===== src/rtl/sum_bcd_display.sv =====
// sum_bcd_display
// Sequential binary-to-BCD converter and 7-segment driver for the ripple
// adder's {cout,sum} result. A value accepted through a valid/ready handshake
// is converted with an iterative shift-add-3 (double dabble), one bit per
// clock. The result is then driven onto two active-low DE2 HEX displays.
//
// Ports
//   Clock     in   1          system clock, rising edge
//   Resetn    in   1          asynchronous active-low reset
//   in_valid  in   1          in_data is valid this cycle
//   in_data   in   WIDTH      unsigned binary value
//   in_ready  out  1          converter idle; accepts when in_valid & in_ready
//   done      out  1          one-cycle pulse when bcd_out/HEX update
//   bcd_out   out  4*DIGITS   packed BCD, ones digit in [3:0]
//   HEX0      out  7          ones digit segments, active-low gfedcba
//   HEX1      out  7          tens digit segments, active-low gfedcba
module sum_bcd_display #(
  parameter int WIDTH    = 5,
  parameter int DIGITS   = 2,
  parameter int BLANK_LZ = 1
) (
  input  logic                  Clock,
  input  logic                  Resetn,
  input  logic                  in_valid,
  input  logic [WIDTH-1:0]      in_data,
  output logic                  in_ready,
  output logic                  done,
  output logic [4*DIGITS-1:0]   bcd_out,
  output logic [6:0]            HEX0,
  output logic [6:0]            HEX1
);

  localparam int SW = 4*DIGITS + WIDTH;
  localparam int CW = $clog2(WIDTH + 1);

  typedef enum logic [1:0] {
    IDLE  = 2'd0,
    SHIFT = 2'd1,
    DONE  = 2'd2
  } stateT;

  stateT               stateQ;
  logic [SW-1:0]       shiftQ;
  logic [CW-1:0]       cntQ;
  logic                readyQ;
  logic                doneQ;
  logic [4*DIGITS-1:0] bcdQ;
  logic [6:0]          hex0Q;
  logic [6:0]          hex1Q;

  logic [SW-1:0]       shiftD;
  logic [SW-1:0]       adjusted;
  logic [4*DIGITS-1:0] bcdD;
  logic [6:0]          segD [DIGITS];
  logic [3:0]          digit;
  logic                higherZero;

  // Active-low gfedcba encoding; non-decimal nibbles are shown blank.
  function automatic logic [6:0] segOf(input logic [3:0] d);
    case (d)
      4'd0:    segOf = 7'b1000000;
      4'd1:    segOf = 7'b1111001;
      4'd2:    segOf = 7'b0100100;
      4'd3:    segOf = 7'b0110000;
      4'd4:    segOf = 7'b0011001;
      4'd5:    segOf = 7'b0010010;
      4'd6:    segOf = 7'b0000010;
      4'd7:    segOf = 7'b1111000;
      4'd8:    segOf = 7'b0000000;
      4'd9:    segOf = 7'b0010000;
      default: segOf = 7'b1111111;
    endcase
  endfunction

  // One double-dabble step: correct every BCD nibble >= 5 by +3, then shift
  // the whole register left. bcdD/segD hold what the final step would show,
  // so the last shift edge can register the display directly.
  always_comb begin
    adjusted = shiftQ;
    for (int i = 0; i < DIGITS; i++) begin
      if (shiftQ[WIDTH+4*i +: 4] >= 4'd5) begin
        adjusted[WIDTH+4*i +: 4] = shiftQ[WIDTH+4*i +: 4] + 4'd3;
      end
    end
    shiftD = {adjusted[SW-2:0], 1'b0};
    bcdD   = shiftD[SW-1:WIDTH];

    // Walk from the most significant digit down; a digit is blanked while it
    // and everything above it is zero. The ones digit is always shown.
    higherZero = 1'b1;
    digit      = '0;
    for (int i = 0; i < DIGITS; i++) begin
      segD[i] = 7'b1111111;
    end
    for (int i = DIGITS-1; i >= 0; i--) begin
      digit      = bcdD[4*i +: 4];
      higherZero = higherZero && (digit == 4'd0);
      if ((BLANK_LZ != 0) && higherZero && (i != 0)) begin
        segD[i] = 7'b1111111;
      end else begin
        segD[i] = segOf(digit);
      end
    end
  end

  // Control FSM plus all registered outputs. Reset aborts any conversion in
  // flight and blanks the displays.
  always_ff @(posedge Clock or negedge Resetn) begin
    if (!Resetn) begin
      stateQ <= IDLE;
      shiftQ <= '0;
      cntQ   <= '0;
      readyQ <= 1'b1;
      doneQ  <= 1'b0;
      bcdQ   <= '0;
      hex0Q  <= 7'b1111111;
      hex1Q  <= 7'b1111111;
    end else begin
      case (stateQ)
        IDLE: begin
          doneQ <= 1'b0;
          if (in_valid && readyQ) begin
            shiftQ <= {{(4*DIGITS){1'b0}}, in_data};
            cntQ   <= CW'(WIDTH);
            readyQ <= 1'b0;
            stateQ <= SHIFT;
          end
        end
        SHIFT: begin
          shiftQ <= shiftD;
          cntQ   <= cntQ - CW'(1);
          if (cntQ == CW'(1)) begin
            bcdQ   <= bcdD;
            hex0Q  <= segD[0];
            hex1Q  <= segD[1];
            doneQ  <= 1'b1;
            stateQ <= DONE;
          end
        end
        DONE: begin
          doneQ  <= 1'b0;
          readyQ <= 1'b1;
          stateQ <= IDLE;
        end
        default: begin
          doneQ  <= 1'b0;
          readyQ <= 1'b1;
          stateQ <= IDLE;
        end
      endcase
    end
  end

  assign in_ready = readyQ;
  assign done     = doneQ;
  assign bcd_out  = bcdQ;
  assign HEX0     = hex0Q;
  assign HEX1     = hex1Q;

endmodule

===== config.mk =====
export PLATFORM = sky130hd
export DESIGN_NAME = sum_bcd_display
export DESIGN_NICKNAME = d
export VERILOG_FILES = /design/src/rtl/sum_bcd_display.sv
export SDC_FILE = /design/constraint.sdc
export NUM_CORES = 1
export LEC_CHECK = 0
export ABC_AREA = 1
export BUFFER_PORTS_ARGS = -buffer_cell sky130_fd_sc_hd__buf_2
export CAP_MARGIN = 30
export CORE_ASPECT_RATIO = 1.4
export CORE_MARGIN = 2
export CORE_UTILIZATION = 45
export CTS_BUF_LIST = sky130_fd_sc_hd__clkbuf_16
export DETAILED_ROUTE_END_ITERATION = 6
export PLACE_DENSITY = 0.65
export SYNTH_ARGS = -nofsm -noshare
export SYNTH_HDL_FRONTEND = slang
export SYNTH_SLANG_ARGS = --single-unit

===== constraint.sdc =====
create_clock -name Clock -period 3.95 [get_ports Clock]
set_clock_uncertainty 0.05 [all_clocks]
set_input_delay 0.79 -clock Clock [delete_from_list [all_inputs] [get_ports Clock]]
set_output_delay 0.79 -clock Clock [all_outputs]
set_load 0.02 [all_outputs]

==> impl_metrics.sql, run 1 <==
INSERT INTO impl_metrics (metric_group, metric, value, unit) VALUES
('timing', 'setup_tns', '0', 'ns'),
('final_layout', 'postLayoutCoreUtil', '53.5', '%'),
('place', 'gp_routability_congestion', '0.825', ''),
('final_layout', 'seq_area', '0.00107', 'mm²'),
('timing', 'hold_viol_final', '0', ''),
('power_and_ir_drop', 'switching_share', '45.7', '%'),
('power_and_ir_drop', 'power_density', '976', 'mW/mm²'),
('global_route', 'grt_pass1_vias', '1781', ''),
('clocking', 'tritoncts.num_buffers', '5', ''),
('timing', 'post-route-min-period', '2.22', 'ns'),
('worst_setup_path', 'arrival', '2.38', 'ns'),
('clocking', 'cts.repair_timing.setup_buffer_count', '0', ''),
('clocking', 'cts.clk_slew.worst_paths', '0.05', 'ns'),
('place', 'dp_hpwl', '2.97', 'mm'),
('worst_setup_path', 'setup.worst_path.class', 'reg -> reg', ''),
('final_layout', 'drive_gt1_share', '25.6', '%'),
('logic_synthesis', 'synth.top_cell.area_share', '30.7', '%'),
('drt', 'first_iter_violations', '90', ''),
('global_route', 'grt_start_max_net_pins', '43', ''),
('logic_synthesis', 'synth.yosys.warnings', '0', ''),
('worst_hold_path', 'worstHoldEndpoint', 'HEX1[5]', ''),
('clocking', 'cts_sinks', '42', ''),
('final_layout', 'filler_cell_count', '474', ''),
('power_and_ir_drop', 'p_leak', '1.32', 'nW'),
('floorplanning', 'fp-row-count', '30', ''),
('drt', 'drt-total-wl', '4.19', 'mm'),
('timing', 'timing.slew.headroom', '40.1', '%'),
('clocking', 'clock-root-buffer', 'sky130_fd_sc_hd__clkbuf_16', ''),
('worst_hold_path', 'hold_path.class', 'reg -> reg', ''),
('clocking', 'tritoncts', 'yes', ''),
('timing', 'timing.final.setup_violations', '0', ''),
('drt', 'detail_route.vias_per_cell', '4.92', ''),
('floorplanning', 'die_height', '86.8', 'µm'),
('clocking', 'worstSkewPairLatency', '0.28', 'ns'),
('logic_synthesis', 'mappedNetlistNets', '282', ''),
('run', 'max_cap_viol_count', '0', ''),
('global_route', 'grt_antenna_before_repair', '0', ''),
('logic_synthesis', 'synth_area', '0.00220', 'mm²'),
('floorplanning', 'num_io_pins', '32', ''),
('timing', 'rsz0062_at_grt', 'false', ''),
('floorplanning', 'fp.dieArea', '0.00548', 'mm²'),
('clocking', 'ctsResizeCount', '0', ''),
('floorplanning', 'die_outline_width', '63.1', 'µm'),
('worst_setup_path', 'worstPathCellList', 'inv_1 -> ha_1 -> inv_1 -> nand2_2 -> nand2_1 -> nand3_1 -> nand2_1 -> inv_1 -> ha_1 -> nand3b_1 -> nand3_1 -> nand3_1 -> nand2_1 -> nand2_1', ''),
('worst_setup_path', 'critPathRequiredTime', '4.11', 'ns'),
('drt', 'count_of_unresolved_drc_violations_after_routing', '0', ''),
('final_layout', 'final_nets', '315', ''),
('power_and_ir_drop', 'max-vdd-ir-drop', '0.410', 'mV'),
('worst_setup_path', 'worst_path_most_repeated_cell', 'sky130_fd_sc_hd__nand2_1', ''),
('global_route', 'wire_length_of_the_first_global_routing_pass', '7.69', 'mm'),
('power_and_ir_drop', 'power_frac_seq', '31.0', '%'),
('power_and_ir_drop', 'comb_power_share', '53.7', '%'),
('drt', 'wire_per_inst', '11.6', 'µm'),
('timing', 'period_share', '56.2', '%'),
('drt', 'antenna_violating_nets_left', '0', ''),
('status', 'outcome', 'finished, final reports clean', ''),
('final_layout', 'syn2layout_area_growth', '15.8', '%'),
('worst_setup_path', 'worstReg2RegStart', 'shiftQ[5]', ''),
('power_and_ir_drop', 'clockPowerShare', '15.2', '%'),
('logic_synthesis', 'synth.avg_cell_area', '8.37', 'µm²'),
('worst_hold_path', 'min_from', 'HEX1[5]', ''),
('worst_setup_path', 'critical-path-slowest-cell', 'sky130_fd_sc_hd__dfrtp_1', ''),
('final_layout', 'antenna-diode-count', '0', ''),
('logic_synthesis', 'ys_ff_latch', '42', ''),
('worst_setup_path', 'critPathLaunchType', 'register', ''),
('worst_hold_path', 'worstHoldPathCells', '2', ''),
('timing', 'worst_slew_pin_slew', '0.899', 'ns'),
('drt', 'drt-pass1-iter-count', '4', ''),
('timing', 'fmax', '450', 'MHz'),
('timing', 'slew_limit_fails', '0', ''),
('power_and_ir_drop', 'switchingPower', '1.14', 'mW');
## through the flow
stage	cells	instance area, µm²	worst slack (ns)	hold slack, ns
after floorplan	263	2200	2.03	0.384
after CTS	361	2550	1.71	0.418
after detailed placement	353	2410	1.72	0.408
after global placement	353	2410	1.74	0.406
after global routing	361	2550	1.47	0.438
final	361	2550	1.73	0.415
## routing by layer
layer / global-route usage, % / wire, µm
met1: 21.3 / 1940
met2: 31.0 / 2020
met3: 3.90 / 172
met4: 6.06 / 56
met5: 0 / 0
## power groups by stage
stage / Combinational, mW / Sequential [mW] / Clock [mW]
after floorplan: 0.891 / 0.917 / 0
after global placement: 1.33 / 0.772 / 0
after detailed placement: 1.34 / 0.781 / 0
after CTS: 1.35 / 0.775 / 0.386
after global routing: 1.53 / 0.802 / 0.399
final: 1.34 / 0.772 / 0.379
## synthesized netlist by cell type (all sizes together)
master and number:
a21oi 8, buf 5, clkbuf 1, dfrtp 27, dfstp 15, ha 11
inv 39, nand2 68, nand3 19, nand3b 3, nand4 6, nor2 26
nor3 1, o211ai 4, o21ai 19, o21bai 1, o22ai 9, or2 1
## cell usage in the layout, fill, tap and decap left out, types with 9 or more instances in the layout
| master | instances |
|---|---|
| sky130_fd_sc_hd__nor2_1 | 26 |
| sky130_fd_sc_hd__o22ai_1 | 9 |
| sky130_fd_sc_hd__nand2_1 | 56 |
| sky130_fd_sc_hd__dfrtp_1 | 27 |
| sky130_fd_sc_hd__ha_1 | 11 |
| sky130_fd_sc_hd__inv_1 | 36 |
| sky130_fd_sc_hd__o21ai_0 | 15 |
| sky130_fd_sc_hd__dfstp_2 | 15 |
| sky130_fd_sc_hd__buf_2 | 31 |
| sky130_fd_sc_hd__nand2_2 | 11 |
| sky130_fd_sc_hd__nand3_1 | 15 |
## worst max-delay path by stage
stage / start / endpoint / depth (start not counted)
finish: shiftQ[5] / HEX1[3] / 14
global route: shiftQ[5] / HEX1[3] / 14
CTS: shiftQ[5] / HEX1[3] / 14
detailed placement: shiftQ[5] / HEX1[3] / 14
global placement: shiftQ[5] / HEX1[3] / 14
floorplan: shiftQ[5] / HEX1[3] / 14
## kinds of logic (layout without fill, tap and decap cells)
group | after synthesis | after routing | share of synthesized area, %
AND/OR/NAND/NOR | 124 | 124 | 26.7
buffers and inverters | 45 | 79 | 8.07
adder cells (fa/ha/maj) | 11 | 11 | 6.25
flip-flops | 42 | 42 | 48.6
AO/OA/AOI/OAI | 41 | 41 | 10.4
## final cells by class
class / count / area share (%)
Tap cell: 64 / 3.14
Inverter: 39 / 5.74
Clock buffer: 5 / 4.91
Sequential cell: 42 / 42.0
Clock inverter: 3 / 0.442
Timing Repair Buffer: 32 / 6.38
Multi-Input combinational cell: 176 / 37.4
## worst max-delay path, delay by kind of cell, from the launching register on
| kind | cells | cell delay (ns) |
|---|---|---|
| buf+inv | 3 | 0.30 |
| flops | 1 | 0.40 |
| fa+ha+maj | 2 | 0.53 |
| simple gates | 9 | 0.86 |
## flip-flops by register name, summed over array words and instances, names as in the netlist
signal,cells
stateQ,2
shiftQ,13
HEX1,7
in_ready,1
done,1
HEX0,7
cntQ,3
bcd_out,8
Power figures use the tool's default switching activity.
==> run 2, diff against run 1 <==
--- a/config.mk
+++ b/config.mk
@@ -13,7 +13,7 @@
 export CORE_UTILIZATION = 45
 export CTS_BUF_LIST = sky130_fd_sc_hd__clkbuf_16
 export DETAILED_ROUTE_END_ITERATION = 6
-export PLACE_DENSITY = 0.65
+export PLACE_DENSITY = 0.68
 export SYNTH_ARGS = -nofsm -noshare
 export SYNTH_HDL_FRONTEND = slang
 export SYNTH_SLANG_ARGS = --single-unit
==> constraint.sdc (replaced) <==
create_clock -name Clock -period 1.83 [get_ports Clock]
set_clock_uncertainty 0.05 [all_clocks]
set_input_delay 0.366 -clock Clock [delete_from_list [all_inputs] [get_ports Clock]]
set_output_delay 0.366 -clock Clock [all_outputs]
set_load 0.02 [all_outputs]
==> run 2 against run 1 <==
The run now ends with setup timing left. Fmax is 18% higher. Total power rose by 140%. Combinational power grew to 2.6 times the previous value. Critical endpoint unchanged.
==> impl_metrics.sql, run 2 (synthesis gave the netlist of run 1 again) <==
INSERT INTO impl_metrics (metric_group, metric, value, unit) VALUES
('power_and_ir_drop', 'p_leak', '1.44', 'nW'),
('power_and_ir_drop', 'power_frac_seq', '28.1', '%'),
('status', 'violations_in_the_final_reports', 'setup timing', ''),
('place', 'numPlacedInstances', '369', ''),
('final_layout', 'finalInstanceArea', '0.00282', 'mm²'),
('timing', 'timing.slew.headroom', '80.1', '%'),
('timing', 'fmax', '533', 'MHz'),
('timing', 'slew_limit_fails', '0', ''),
('worst_setup_path', 'setup.worst_path.class', 'reg -> reg', ''),
('clocking', 'cts_sinks', '42', ''),
('global_route', 'grt_remaining_overflow', '0', ''),
('floorplanning', 'die_height', '86.8', 'µm'),
('timing', 'postLayoutSetupSlackWorst', '-0.0445', 'ns'),
('floorplanning', 'die_outline_width', '63.1', 'µm'),
('run', 'max_cap_viol_count', '0', ''),
('worst_setup_path', 'critPathRequiredTime', '1.99', 'ns'),
('final_layout', 'syn2layout_area_growth', '28.1', '%'),
('worst_setup_path', 'worst_path_most_repeated_cell', 'sky130_fd_sc_hd__nand2_2', ''),
('final_layout', 'registers.top_by_ff_count', 'shiftQ', ''),
('place', 'gp_routability_congestion', '0.877', ''),
('power_and_ir_drop', 'power_density', '2120', 'mW/mm²'),
('drt', 'wire_per_inst', '12.1', 'µm'),
('clocking', 'tritoncts.num_buffers', '5', ''),
('timing', 'timing.final.setup_violations', '1', ''),
('worst_hold_path', 'hold_path.class', 'in -> async', ''),
('timing', 'worst_slew_pin_slew', '0.297', 'ns'),
('clocking', 'clock-root-buffer', 'sky130_fd_sc_hd__clkbuf_16', ''),
('global_route', 'grt_pass1_vias', '1684', ''),
('timing', 'period_share', '102', '%'),
('floorplanning', 'fp-row-count', '30', ''),
('place', 'dpl-instance-area', '0.00256', 'mm²'),
('global_route', 'global_route.usage.total', '17.7', '%'),
('drt', 'antenna_violating_nets_left', '0', ''),
('clocking', 'max-clock-path-buffers', '2', ''),
('clocking', 'tritoncts', 'yes', ''),
('place', 'io_buffers', '31', ''),
('power_and_ir_drop', 'switchingPower', '2.66', 'mW'),
('final_layout', 'multiInputGateArea', '0.00101', 'mm²'),
('drt', 'detail_route.vias_per_cell', '4.88', ''),
('drt', 'first_iter_violations', '96', ''),
('timing', 'hold_viol_final', '0', ''),
('clocking', 'cts.clk_slew.worst_paths', '0.06', 'ns'),
('timing', 'setup_tns', '-0.0445', 'ns'),
('final_layout', 'layout.cells.most_common', 'sky130_fd_sc_hd__nand2_1', ''),
('power_and_ir_drop', 'clockPowerShare', '13.9', '%'),
('timing', 'rsz0062_at_grt', 'true', ''),
('final_layout', 'filler_cell_count', '435', ''),
('clocking', 'ctsHtreeMaxLevel', '2', ''),
('drt', 'count_of_unresolved_drc_violations_after_routing', '0', ''),
('worst_setup_path', 'cp_max_fanout', '3', ''),
('worst_setup_path', 'cpPeakStageDelay', '0.39', 'ns'),
('timing', 'post-route-min-period', '1.87', 'ns'),
('final_layout', 'seq_area', '0.00107', 'mm²'),
('power_and_ir_drop', 'total_power', '5.97', 'mW'),
('power_and_ir_drop', 'comb_power_share', '58.0', '%'),
('place', 'dp_hpwl', '3.19', 'mm'),
('worst_setup_path', 'critPathLaunchType', 'register', ''),
('worst_setup_path', 'worstPathCellList', 'buf_4 -> ha_4 -> nand2_2 -> nand2_2 -> nand3_2 -> nand2_2 -> inv_2 -> ha_1 -> nand3b_1 -> nand3_1 -> nand3_1 -> nand2_1 -> nand2_1', ''),
('power_and_ir_drop', 'switching_share', '44.6', '%'),
('final_layout', 'finalNonFillerCells', '386', ''),
('drt', 'drt-total-wl', '4.69', 'mm'),
('power_and_ir_drop', 'p_int', '3.31', 'mW'),
('global_route', 'wire_length_of_the_first_global_routing_pass', '7.60', 'mm'),
('final_layout', 'number_of_flip_flops_in_the_largest_register', '13', ''),
('floorplanning', 'initial_utilization', '46.2', '%'),
('floorplanning', 'num_io_pins', '32', ''),
('status', 'outcome', 'finished, violations left', ''),
('clocking', 'worstSkewPairLatency', '0.28', 'ns'),
('final_layout', 'mostFrequentLayoutCells', 'sky130_fd_sc_hd__nand2_1 (53), sky130_fd_sc_hd__buf_2 (31), sky130_fd_sc_hd__dfrtp_1 (27), sky130_fd_sc_hd__inv_1 (26), sky130_fd_sc_hd__nor2_1 (26)', ''),
('power_and_ir_drop', 'max-vdd-ir-drop', '0.809', 'mV'),
('worst_setup_path', 'arrival', '2.04', 'ns'),
('drt', 'routed-via-count', '1885', ''),
('global_route', 'grt_antenna_before_repair', '0', ''),
('floorplanning', 'fp.dieArea', '0.00548', 'mm²'),
('final_layout', 'drive_gt1_share', '36.0', '%'),
('place', 'post-place-ws', '-0.0491', 'ns'),
('worst_setup_path', 'worst_setup_path_end_kind', 'register', ''),
('final_layout', 'antenna-diode-count', '0', ''),
('final_layout', 'final_nets', '340', ''),
('global_route', 'grt_start_max_net_pins', '43', ''),
('floorplanning', 'design.core.area', '0.00477', 'mm²'),
('drt', 'drt-pass1-iter-count', '4', ''),
('worst_setup_path', 'critical-path-slowest-cell', 'sky130_fd_sc_hd__dfrtp_1', '');
## run 2: what timing repair did
item	in CTS	in global routing
setup buffers	4	5
resized for setup	5	10
endpoints found under the setup margin	5	13
hold buffers	0	0
pin swaps	2	7
## run 2: per-layer routing
| layer | GRT usage (%) | routed length, µm | vias up |
|---|---|---|---|
| met5 | 0 | 0 | - |
| met4 | 7.68 | 78 | 0 |
| met3 | 4.03 | 235 | 7 |
| met2 | 31.3 | 2470 | 49 |
| met1 | 20.5 | 1900 | 866 |
| li1 | - | - | 963 |
## run 2: final cells by class
class | instances | area share [%]
flip-flops and latches | 42 | 37.9
multi-input cells | 176 | 35.9
repair buffers | 57 | 13.3
inverters | 39 | 5.19
clock buffers | 5 | 4.43
well taps | 64 | 2.84
clock inverters | 3 | 0.399
## run 2: worst max-delay path: cells and delay by family, from the launching register on
family / cells / cell delay [ns]
simple gates: 9 / 0.76
flops: 1 / 0.39
buf+inv: 2 / 0.20
fa+ha+maj: 2 / 0.40
## run 2: through the flow
stage	hold slack [ns]	util (%)
floorplan	0.0204	-
global placement	0.304	53.8
detailed placement	0.307	53.8
CTS	0.00595	57.5
global route	0.0116	59.2
finish	0.000918	59.2
## run 2: power groups by stage
stage	clock network, mW	logic (mW)	registers [mW]
2_1_floorplan	0	1.93	1.98
3_3_place_gp	0	3.10	1.67
3_5_place_dp	0	3.14	1.69
4_1_cts	0.851	3.25	1.68
5_1_grt	0.886	3.88	1.73
6_report	0.827	3.47	1.68
## run 2: worst paths after layout
path | endpoint | from | cells past startpoint | slack [ns]
max | HEX1[3] | shiftQ[5] | 13 | -0.04
min | shiftQ[4] | Resetn | 2 | 0.0009
max reg2reg | HEX1[3] | shiftQ[5] | 13 | -0.04
min reg2reg | HEX0[0] | HEX0[0] | 2 | 0.41
max in group asynchronous | in_ready | Resetn | 2 | 1.47
min in group Clock | shiftQ[0] | in_data[0] | 3 | 0.25
